==> config.mk <==
export PLATFORM = sky130hd
export DESIGN_NAME = pc_fetch_unit
export DESIGN_NICKNAME = d
export VERILOG_FILES = /design/src/rtl/pc_fetch_unit_pkg.sv /design/src/rtl/pc_fetch_unit_if_id_reg.sv /design/src/rtl/pc_fetch_unit.sv
export SDC_FILE = /design/constraint.sdc
export NUM_CORES = 1
export LEC_CHECK = 0
export BUFFER_PORTS_ARGS = -buffer_cell sky130_fd_sc_hd__buf_2
export CORE_MARGIN = 5
export CORE_UTILIZATION = 60
export CTS_BUF_LIST = sky130_fd_sc_hd__clkbuf_8
export DETAILED_ROUTE_END_ITERATION = 8
export GPL_TIMING_DRIVEN = 0
export PLACE_DENSITY = 0.86
export REMOVE_ABC_BUFFERS = 1
export SYNTH_ARGS = -nofsm -noshare
export SYNTH_HDL_FRONTEND = slang
export SYNTH_HIERARCHICAL = 1
export SYNTH_SLANG_ARGS = --single-unit
==> constraint.sdc <==
create_clock -name clk -period 5.3 [get_ports clk]
set_clock_uncertainty 0.1 [all_clocks]
set_input_delay 1.06 -clock clk [delete_from_list [all_inputs] [get_ports clk]]
set_output_delay 1.06 -clock clk [all_outputs]
set_load 0.03 [all_outputs]
==> src/rtl/pc_fetch_unit_pkg.sv <==
// Shared IF-stage definitions: fetch FSM states, reset/NOP words, PC step
// and the IF/ID pipeline register layout.
package pc_fetch_unit_pkg;

  typedef enum logic [1:0] {
    FETCH = 2'd0,
    KILL  = 2'd1,
    HOLD  = 2'd2
  } fetch_state_t;

  localparam logic [31:0] NOP_INSTR        = 32'h0000_0000;
  localparam logic [31:0] DEFAULT_RESET_PC = 32'h0000_3000;
  localparam logic [31:0] PC_STEP          = 32'd4;

  typedef struct packed {
    logic [31:0] instr;
    logic [31:0] pc_plus4;
    logic [31:0] pc;
    logic        valid;
  } if_id_t;

  // Sequential PC successor; wraps modulo 2^32
  function automatic logic [31:0] pc_plus_step(input logic [31:0] pc);
    return pc + PC_STEP;
  endfunction

  // Branch/jump targets are word addresses; low two bits are dropped
  function automatic logic [31:0] align_word(input logic [31:0] addr);
    return {addr[31:2], 2'b00};
  endfunction

endpackage

==> src/rtl/pc_fetch_unit_if_id_reg.sv <==
// IF/ID pipeline register. Flush forces a NOP bubble and beats stall;
// stall holds the current entry; otherwise the offered entry is loaded.
module if_id_reg
  import pc_fetch_unit_pkg::*;
#(
  parameter logic [31:0] NOP = NOP_INSTR
) (
  input  logic   clk,
  input  logic   rst_n,
  input  logic   flush,
  input  logic   stall,
  input  if_id_t next_entry,
  output if_id_t entry
);

  // Register update with priority flush > stall > load
  always_ff @(posedge clk or negedge rst_n) begin
    if (!rst_n) begin
      entry <= '{instr: NOP, pc_plus4: 32'd0, pc: 32'd0, valid: 1'b0};
    end else if (flush) begin
      entry <= '{instr: NOP, pc_plus4: 32'd0, pc: 32'd0, valid: 1'b0};
    end else if (!stall) begin
      entry <= next_entry;
    end
  end

endmodule

==> src/rtl/pc_fetch_unit.sv <==
// IF stage: owns the PC, drives the req/ack instruction-memory port and
// fills IF/ID. Redirects from ID flush IF/ID; a fetch already in flight on
// the wrong path is waited out in KILL and its data thrown away.
module pc_fetch_unit
  import pc_fetch_unit_pkg::*;
#(
  parameter logic [31:0] RESET_PC = DEFAULT_RESET_PC,
  parameter logic [31:0] NOP      = NOP_INSTR
) (
  input  logic        clk,
  input  logic        rst_n,
  input  logic        StallF,
  input  logic        StallD,
  input  logic        redirect_valid,
  input  logic [31:0] redirect_target,
  output logic        imem_req,
  output logic [31:0] imem_addr,
  input  logic        imem_ack,
  input  logic [31:0] imem_rdata,
  output logic [31:0] InstrD,
  output logic [31:0] PCPlus4D,
  output logic [31:0] PCD,
  output logic        ValidD
);

  fetch_state_t state;
  logic [31:0]  pc_f;
  logic [31:0]  redir_pend;
  logic [31:0]  fetch_buf;
  logic         buf_valid;
  logic         req_q;
  logic         ack_hit;
  logic         deliver_mem;
  logic         deliver_buf;
  if_id_t       next_entry;
  if_id_t       entry;

  assign imem_req  = req_q;
  assign imem_addr = pc_f;
  assign ack_hit   = req_q & imem_ack;

  assign deliver_mem = (state == FETCH) & ack_hit   & ~StallD & ~redirect_valid;
  assign deliver_buf = (state == HOLD)  & buf_valid & ~StallD & ~redirect_valid;

  // Select what IF/ID receives this cycle: fresh word, buffered word or a bubble
  always_comb begin
    next_entry = '{instr: NOP, pc_plus4: 32'd0, pc: 32'd0, valid: 1'b0};
    if (deliver_mem) begin
      next_entry = '{instr: imem_rdata, pc_plus4: pc_plus_step(pc_f), pc: pc_f, valid: 1'b1};
    end else if (deliver_buf) begin
      next_entry = '{instr: fetch_buf, pc_plus4: pc_plus_step(pc_f), pc: pc_f, valid: 1'b1};
    end
  end

  // Fetch FSM with PC, request, one-entry buffer and pending-redirect registers
  always_ff @(posedge clk or negedge rst_n) begin
    if (!rst_n) begin
      state      <= FETCH;
      pc_f       <= RESET_PC;
      req_q      <= 1'b0;
      redir_pend <= 32'd0;
      fetch_buf  <= NOP;
      buf_valid  <= 1'b0;
    end else if (redirect_valid) begin
      buf_valid <= 1'b0;
      if (req_q && !imem_ack) begin
        redir_pend <= align_word(redirect_target);
        state      <= KILL;
      end else begin
        pc_f  <= align_word(redirect_target);
        state <= FETCH;
        req_q <= !StallF;
      end
    end else begin
      case (state)
        FETCH: begin
          if (ack_hit) begin
            if (StallD) begin
              fetch_buf <= imem_rdata;
              buf_valid <= 1'b1;
              state     <= HOLD;
              req_q     <= 1'b0;
            end else begin
              pc_f  <= pc_plus_step(pc_f);
              req_q <= !StallF;
            end
          end else if (!req_q) begin
            req_q <= !StallF;
          end
        end
        HOLD: begin
          if (!StallD) begin
            buf_valid <= 1'b0;
            pc_f      <= pc_plus_step(pc_f);
            state     <= FETCH;
            req_q     <= !StallF;
          end
        end
        KILL: begin
          if (ack_hit) begin
            pc_f  <= redir_pend;
            state <= FETCH;
            req_q <= !StallF;
          end
        end
        default: begin
          state <= FETCH;
          req_q <= 1'b0;
        end
      endcase
    end
  end

  if_id_reg #(.NOP(NOP)) u_if_id (
    .clk        (clk),
    .rst_n      (rst_n),
    .flush      (redirect_valid),
    .stall      (StallD),
    .next_entry (next_entry),
    .entry      (entry)
  );

  assign InstrD   = entry.instr;
  assign PCPlus4D = entry.pc_plus4;
  assign PCD      = entry.pc;
  assign ValidD   = entry.valid;

endmodule
After elaboration in Yosys (flattened, before gate mapping)
Index checks and enable logic that the tools add are counted.
{"block": "totals", "mem_bits_ro": 0, "memories": 0, "ff_bits": 195, "output_inout_bits": 130, "latch_bits": 0, "wordCells": 70, "ramBits": 0}
{"block": "op_classes", "n_lt_le_gt_ge": 0, "n_eq_ne": 8, "reduce_logical": 12, "n_shift": 0, "n_mux": 30, "div_mod_pow": 0, "n_mul": 0, "addsub": 1, "bitwise_logic": 9}
{"cell": "$mux 97", "n": 4}
{"cell": "$mux 32", "n": 5}
{"cell": "$pmux 32 s3", "n": 1}
{"cell": "$add 32x3->32 const B", "n": 1}
{"cell": "$reduce_and 4->1", "n": 4}
{"cell": "$mux 1", "n": 12}
{"cell": "$ne 3x3->1 const B", "n": 4}
{"cell": "$mux 2", "n": 5}
{"cell": "$and 1x1->1", "n": 7}
{"cell": "$pmux 2 s3", "n": 1}
{"cell": "$reduce_bool 4->1", "n": 1}
{"cell": "$pmux 1 s3", "n": 1}
{"cell": "$reduce_and 3->1", "n": 1}
{"cell": "$reduce_bool 3->1", "n": 1}
{"cell": "$eq 2x1->1 const B", "n": 1}
{"cell": "$eq 2x2->1 const B", "n": 1}
{"cell": "$logic_not 1->1", "n": 2}
{"cell": "$logic_not 2->1", "n": 1}
{"cell": "$ne 2x1->1 const B", "n": 1}
{"cell": "$ne 2x2->1 const B", "n": 1}
{"cell": "$not 1->1", "n": 2}
{"cell": "$pmux 1 s2", "n": 1}
{"cell": "$reduce_and 2->1", "n": 1}
{"cell": "$logic_and 1x1->1", "n": 1}

Logic depth before layout (Yosys ltp)
Gate-level depths: netlist (run 1).
{"block": "depth", "word_depth": 8, "mapped_depth": 11, "mapped_depth_nobuf": 9}

Modules after synthesis
The synthesis (run 1) kept the hierarchy.
{"mod": "pc_fetch_unit", "cells_each": 664, "n_inst": 1, "area_each_um2": 5831.8}
{"mod": "if_id_reg", "cells_each": 313, "n_inst": 1, "area_each_um2": 3921.3}

Worst setup path before layout (run 1)
Ideal clock, no wire load.
{"block": "synth_path", "kind": "input port to flip-flop", "start": "input redirect_valid", "end": "register pc_f[30], in the netlist imem_addr[30]", "setup_time_ps": 101, "path_slack_ps": 2745, "arrival_time_ps": 2354, "required_ps": 5099, "n_path_buf": 2, "cell_stages": 7, "path_cell_list": "or2_2 -> clkbuf_1 -> o21a_1 -> o21ai_2 -> buf_4 -> nor2_1 -> nor4_1"}
{"block": "synth_via", "elab_chain_len": 2, "elab_cells_between_ends": 6, "classes_between": "eq/ne: 3; mux: 1; reduce/logical: 2"}
{"item": "from (decl)", "line_no": "pc_fetch_unit.sv:14", "source": "input logic redirect_valid,"}
{"item": "$ne 3x3->1 (no source line), or another cell as far along"}
{"item": "$reduce_and 4->1 (no source line)"}
{"item": "to (signal assigned)", "line_no": "pc_fetch_unit.sv:70", "source": "pc_f <= align_word(redirect_target);"}
{"item": "to (signal assigned)", "line_no": "pc_fetch_unit.sv:84", "source": "pc_f <= pc_plus_step(pc_f);"}
{"item": "to (signal assigned)", "line_no": "pc_fetch_unit.sv:94", "source": "pc_f <= pc_plus_step(pc_f);"}
{"item": "to (decl)", "line_no": "pc_fetch_unit.sv:27", "source": "logic [31:0] pc_f;"}
Several ways; a longest one is shown, not always the timed one.
A chain may end at the register's enable or synchronous reset.

==> run metrics, run 1 <==
status completed; hold path start redir_pend[27]$_DFFE_PN0P_; hold path cells 2; Hold Crit Class register to register; Post-CTS Hold Buffers 0; Critical Path AT 5180 ps; WHS just under 400 ps; fraction of registers with async set/reset 1.00; H-tree level count 4; worst reg2reg path depth 12; clock tree buffer depth 2; Top Ports 200; Slew headroom 0.0962; met2 usage 0.406; Synth Flop Type dfrtp_1; register clock-pin slew on the reported worst setup and hold paths 100 ps; clk sink count about 190; slowest cell delay on critical path 700 ps; initial antenna violation count 3; Initial Util 0.612; drc violations 0; most frequent cells in the layout buf_2, dfrtp_1, nor2_1; CTS buffer count 17; max-cap violations 0; Die Ht 137 um; Fin. Hold Viols 0; DR vias 7782; EDFF count, synth 0; RSZ-0062 raised after global routing yes; area post-placement 0.0108 mm^2; Final Max Tran Viols 0; Die ar. ~0.019 mm^2; vias in the first global route 7617; post-layout instance area 0.0112 mm^2; Final Net Count around 1200; Yosys cell types 60; Worst setup SP type input port; Max rail drop VDD 244 uV; first-pass GRT wire length 38.6 mm; port bufs 195; fin crit share 0.935; FMAX 202 MHz; DR pass1 iterations 5; Req. time, crit path 5530 ps; post-synthesis sequential area ratio 0.495; met1 usage 0.353; family with the most delay on the worst path buffers and inverters; setup repair bufs after CTS 0; Slew @ Worst Pin 1360 ps; dpl hpwl 16.1 mm; Resized cells post-CTS 0; critical-path cell list buf_4, buf_16, inv_2, nand2_1, nor3_2, buf_6, buf_8, buf_8, nor2_4, inv_1, and2_2, mux2i_1, nor2_1; area grow syn2layout 14.9%; worst-skew pair later-pin latency 460 ps; core area 0.0159 mm^2; Synth Instances about 980; CP max FO 66; share of cells above drive strength 1 0.273; GRT busiest layer met2; Final setup viols 0; mean post-synth cell area between 9 and 10 um^2; leakage 5.56 nW; CTS tree yes; Total Routed Length approximately 24 mm; global placement routability congestion 0.779; Power Dens Cells 415 mW/mm^2; largest net degree at the start of global routing 104; Crit path buffers/inverters 7; Worst R2R End u_if_id/entry[5]$_DFFE_PN0P_; commonest non-fill, non-tap cell in the layout buf_2; Rows 46; crit path kind input port to register; launch point of the worst reg-to-reg path state[0]$_DFFE_PN0P_; post-layout min period a little under 5000 ps; synth warn 6; met3 usage 0.0603; Seq cells post-synth 193; Hold EP redir_pend[27]$_DFFE_PN0P_; Setup WS pre-CTS -219 ps; Setup TNS 0 ps; reg-to-reg setup timing slack 1470 ps; GRT Util Overall 0.258; die width around 140 um; total power about 4.6 mW; fin worst setup slack 344 ps; Routed Antenna Nets 0; root buffer cell clkbuf_8; vias per cell 5.73; Mapped Area 0.00975 mm^2; Worst setup EP type register; gr ovfl total 0; WL per Instance 17.7 um; crit path max-delay cell type inv_1; Initial DRC Count 476; critical path's most frequent cell buf_8
==> cells in the mapped netlist, types with 3 or more instances <==
master,instances,share of area
buf_8,4,0.0062
dfrtp_1,191,0.49
a211oi_1,3,0.0023
nor3_1,10,0.0051
buf_1,6,0.0023
and2_1,32,0.021
o211a_1,3,0.0031
o211ai_1,4,0.0031
xor2_1,11,0.0099
buf_2,5,0.0026
nand3_1,7,0.0036
inv_1,11,0.0042
o2bb2a_1,3,0.0031
ha_1,5,0.0064
xnor2_1,17,0.015
o21ai_0,55,0.028
nor4_1,5,0.0032
a31oi_1,8,0.0051
nand4_1,11,0.0071
and3_1,10,0.0064
nand2_1,105,0.040
o22ai_1,13,0.0083
a21oi_1,31,0.016
nor2_1,149,0.057
mux2_2,55,0.064
o21a_1,8,0.0062
and4_1,5,0.0045
buf_4,13,0.010
mux2i_1,99,0.10
or2_2,3,0.0019
clkbuf_1,47,0.018
o22a_1,13,0.012
==> report_power, final <==
part	switching, mW	internal (mW)	total (mW)
logic	0.908	0.629	1.54
clock network	0.522	0.362	0.884
registers	0.378	1.85	2.23
total	1.81	2.84	4.65
==> tightest hold or removal path: stages (launching register included) <==
cell     delay, ps
dfrtp_1        350
nand2_1         50
o21ai_0         60
==> cell type report <==
class | instances | area (um^2)
Sequential cell | 193 | 4830
Fill cell | 1214 | 4740
Multi-Input combinational cell | 699 | 4530
Timing Repair Buffer | 204 | 1160
Clock buffer | 20 | 275
Tap cell | 216 | 270
Clock inverter | 12 | 85.1
Inverter | 13 | 48.8
Antenna cell | 1 | 2.50
==> worst max-delay path by stage <==
| stage | startpoint | to | slack (ps) | cells after the start |
|---|---|---|---|---|
| finish | redirect_valid | u_if_id/entry[5]$_DFFE_PN0P_ | 340 | 13 |
| global route | redirect_valid | u_if_id/entry[5]$_DFFE_PN0P_ | -30 | 13 |
| CTS | redirect_valid | u_if_id/entry[5]$_DFFE_PN0P_ | 280 | 13 |
| detailed placement | redirect_valid | u_if_id/entry[5]$_DFFE_PN0P_ | -220 | 13 |
| global placement | redirect_valid | u_if_id/entry[5]$_DFFE_PN0P_ | -7100 | 9 |
| floorplan | redirect_valid | u_if_id/entry[5]$_DFFE_PN0P_ | -1420 | 8 |
==> logic make-up after synthesis <==
kind of cell | after synthesis | synth area share
muxes | 155 | 0.166
buffers and inverters | 90 | 0.0452
and+or+nand+nor | 348 | 0.160
DFF | 193 | 0.495
other | 1 | 0.000384
AOI/OAI and AO/OA | 157 | 0.101
xor gates and xnor gates | 28 | 0.0251
adders and majority gates | 5 | 0.00641
==> metal layers <==
layer	up-vias	wire [um]
met1	3806	10300
met3	33	2000
li1	3664	-
met5	-	20
met4	4	404
met2	275	11300
==> through the flow <==
stage | instances | utilization
final | 1358 | 0.703
after global routing | 1358 | 0.703
after CTS | 1357 | 0.703
after detailed placement | 1325 | 0.680
after global placement | 1316 | 0.667
after floorplan | 905 | -
==> sequential cells by signal, summed over array words and instances (netlist names) <==
register,cells
u_if_id/entry,97
fetch_buf,32
imem_addr,30
redir_pend,30
state,2
buf_valid,1
imem_req,1
Note: power is estimated with default switching activity, not from simulation.
==> run 2, diff against run 1 <==
Settings changed: CORE_UTILIZATION 60 to 57, PLACE_DENSITY 0.86 to 0.82.
Clock period 5.3 ns to 5.5 ns, I/O delays scaled along.
==> run 2 against run 1 <==
Effect of this change:
- clock power is 5.4% higher
- sequential share of layout area is 0.13 points lower
- highest routed layer unchanged
- hold slack worse by 2.8 ps
- setup slack better by 260 ps
- flip-flop and latch count stayed put
- global-route usage is 0.75 points lower
- largest power group unchanged
- final area is 0.30% higher
- cell count is 0.29% higher
- largest cell class unchanged
- count of clock-buffer cells in the layout is 2 lower
- via count is 0.46% higher
- register-to-register slack better by 80 ps
==> run metrics, run 2 (same netlist as run 1, synthesis figures left out) <==
status completed; fin crit share 0.890; post-layout min period 4890 ps; Total Routed Length 24.7 mm (+2.9%); Req. time, crit path 5730 ps (+200 ps); Pint 2.80 mW (-1.3%); crit path max-delay cell type nor2_4; Final Net Count 1205 (+0.17%); Largest regs u_if_id/entry (97), fetch_buf (32); Critical Path AT 5130 ps (-50 ps); RSZ-0062 raised after global routing no; largest net degree at the start of global routing 107 (+2.9%); slowest cell delay on critical path 690 ps (about the same); Post-CTS Hold Buffers 0 (unchanged); max-cap violations 0 (unchanged); Initial DRC Count 372 (-22%); worst-skew pair later-pin latency 460 ps (about the same); Routed Antenna Nets 0 (unchanged); Largest register FFs 97 (unchanged); Resized cells post-CTS 0 (unchanged); Top Ports 200 (unchanged); critical path's most frequent cell buf_4; clock tree buffer depth 2 (unchanged); Filler cells 1340 (+10%); initial antenna violation count 3 (unchanged); family with the most delay on the worst path buffers and inverters; setup repair bufs after CTS 0 (unchanged); combinational fraction of design power 0.325 (-0.006); Slew @ Worst Pin 1350 ps (-2.38 ps); CTS buffer count 17 (unchanged); port bufs 195 (unchanged); Power Dens Cells 406 mW/mm^2 (-2.2%); dpl hpwl 16.3 mm (+1.3%); commonest non-fill, non-tap cell in the layout buf_2; register clock-pin slew on the reported worst setup and hold paths 100 ps (about the same); CP max FO 60 (-9.1%); Fin. Hold Viols 0 (unchanged); WL per Instance 18.2 um (+2.6%); switching part of the total power 0.386 (-0.00331); vias in the first global route 7779 (+2.1%); Hold Crit Class register to register; switching power 1.76 mW (-2.7%); area grow syn2layout 15.2%; clk sink count 193 (unchanged); vias per cell 5.74 (+0.17%); Final setup viols 0 (unchanged); most frequent cells in the layout buf_2, dfrtp_1, nor2_1; die width 141 um (+2.4%); GRT Util Overall 0.250 (-0.00746); fin worst setup slack 606 ps (+263 ps); Register Area 0.00483 mm^2 (unchanged); gr ovfl total 0 (unchanged); Final Max Tran Viols 0 (unchanged); critical-path cell list buf_4, inv_2, nand2_1, nor3_2, buf_4, buf_6, buf_6, buf_4, nor2_4, inv_1, and2_1, mux2i_1, nor2_1; first-pass GRT wire length 40.4 mm (+4.5%); multi-input logic area 0.00453 mm^2 (unchanged); root buffer cell clkbuf_8; Initial Util 0.584 (-0.0278); H-tree level count 4 (unchanged); crit path kind input port to register; FMAX 204 MHz; Setup WS pre-CTS 44.1 ps (+263 ps); Clock power frac 0.204 (+0.014); CTS tree yes; Worst setup EP type register; drc violations 0 (unchanged); core area 0.0167 mm^2 (+4.8%); leakage 5.59 nW (+0.45%); DR vias 7818 (+0.46%); Crit path buffers/inverters 7 (unchanged); Seq pwr share 0.471 (-0.008); global placement routability congestion 0.798 (+2.5%); Worst setup SP type input port; ant diodes 0 (-1); Max rail drop VDD 257 uV (+5.4%); Rows 47 (+2.2%); share of cells above drive strength 1 0.275 (+0.00151); Slew headroom 0.0979 (+0.00171); Non-Filler Instances 1362 (+0.29%); Placed Cells incl. Taps 1331 (+0.45%); Die ar. 0.0198 mm^2 (+4.9%); DR pass1 iterations 5 (unchanged); register name with the most flops u_if_id/entry; Die Ht 141 um (+2.4%)
run 2: cell count changes in the layout (fill, tap and decap cells not counted):
cell	change
clkinv_4	-1
diode_2	-1
clkinv_2	+2
buf_4	+2
bufinv_16	+2
inv_1	-1
clkbuf_8	-2
inv_6	+1
buf_8	-2
buf_6	+2
clkinvlp_4	-2
run 2: power by group through the flow:
stage          clock network (mW)  logic [mW]  registers, mW
6_report                    0.932        1.48           2.15
3_3_place_gp                    0        1.44           2.14
4_1_cts                     0.948        1.49           2.14
5_1_grt                      1.02        1.62           2.20
2_1_floorplan                   0       0.773           2.34
3_5_place_dp                    0        1.49           2.17
run 2: layout make-up:
| cell class | count | share of cell area |
|---|---|---|
| Timing Repair Buffer | 206 | 0.104 |
| Tap cell | 220 | 0.0245 |
| Sequential cell | 193 | 0.430 |
| Clock inverter | 13 | 0.0121 |
| Multi-Input combinational cell | 699 | 0.403 |
| Clock buffer | 18 | 0.0220 |
| Inverter | 13 | 0.00434 |
run 2: metrics by stage:
step	setup TNS [ps]	util	instance area, um^2	hold slack [ps]	total power, mW
5_1_grt	0	0.673	11200	418	4.84
4_1_cts	0	0.673	11200	394	4.58
2_1_floorplan	-57460	-	9380	351	3.12
6_report	0	0.673	11200	392	4.56
3_3_place_gp	-482770	0.637	10600	363	3.58
3_5_place_dp	0	0.650	10900	371	3.65
run 2: per-layer routing:
metal / routed length, um / vias to the layer above / part of all wire / global-route usage
li1: - / 3652 / - / -
met1: 10700 / 3830 / 0.43 / 0.338
met2: 11600 / 304 / 0.47 / 0.404
met3: 2200 / 26 / 0.089 / 0.0731
met4: 232 / 6 / 0.0094 / 0.0541
met5: 23 / - / 0.00093 / 0
run 2: tightest hold or removal path: stages, from the launching register on:
cell and delay (ps):
dfrtp_1 360, nand2_1 50, o21ai_0 60
run 2: worst paths after layout:
path                                            start                            end  slack, ps  cells after the start
min reg2reg                redir_pend[25]$_DFFE_PN0P_     redir_pend[25]$_DFFE_PN0P_        390                      2
min                        redir_pend[25]$_DFFE_PN0P_     redir_pend[25]$_DFFE_PN0P_        390                      2
min in group asynchronous                       rst_n  u_if_id/entry[77]$_DFFE_PN0P_        540                      1
max in group asynchronous                       rst_n      imem_addr[12]$_DFFE_PN1P_       3780                      2
max                                    redirect_valid  u_if_id/entry[20]$_DFFE_PN0P_        610                     13
max reg2reg                      state[0]$_DFFE_PN0P_  u_if_id/entry[20]$_DFFE_PN0P_       1550                     13
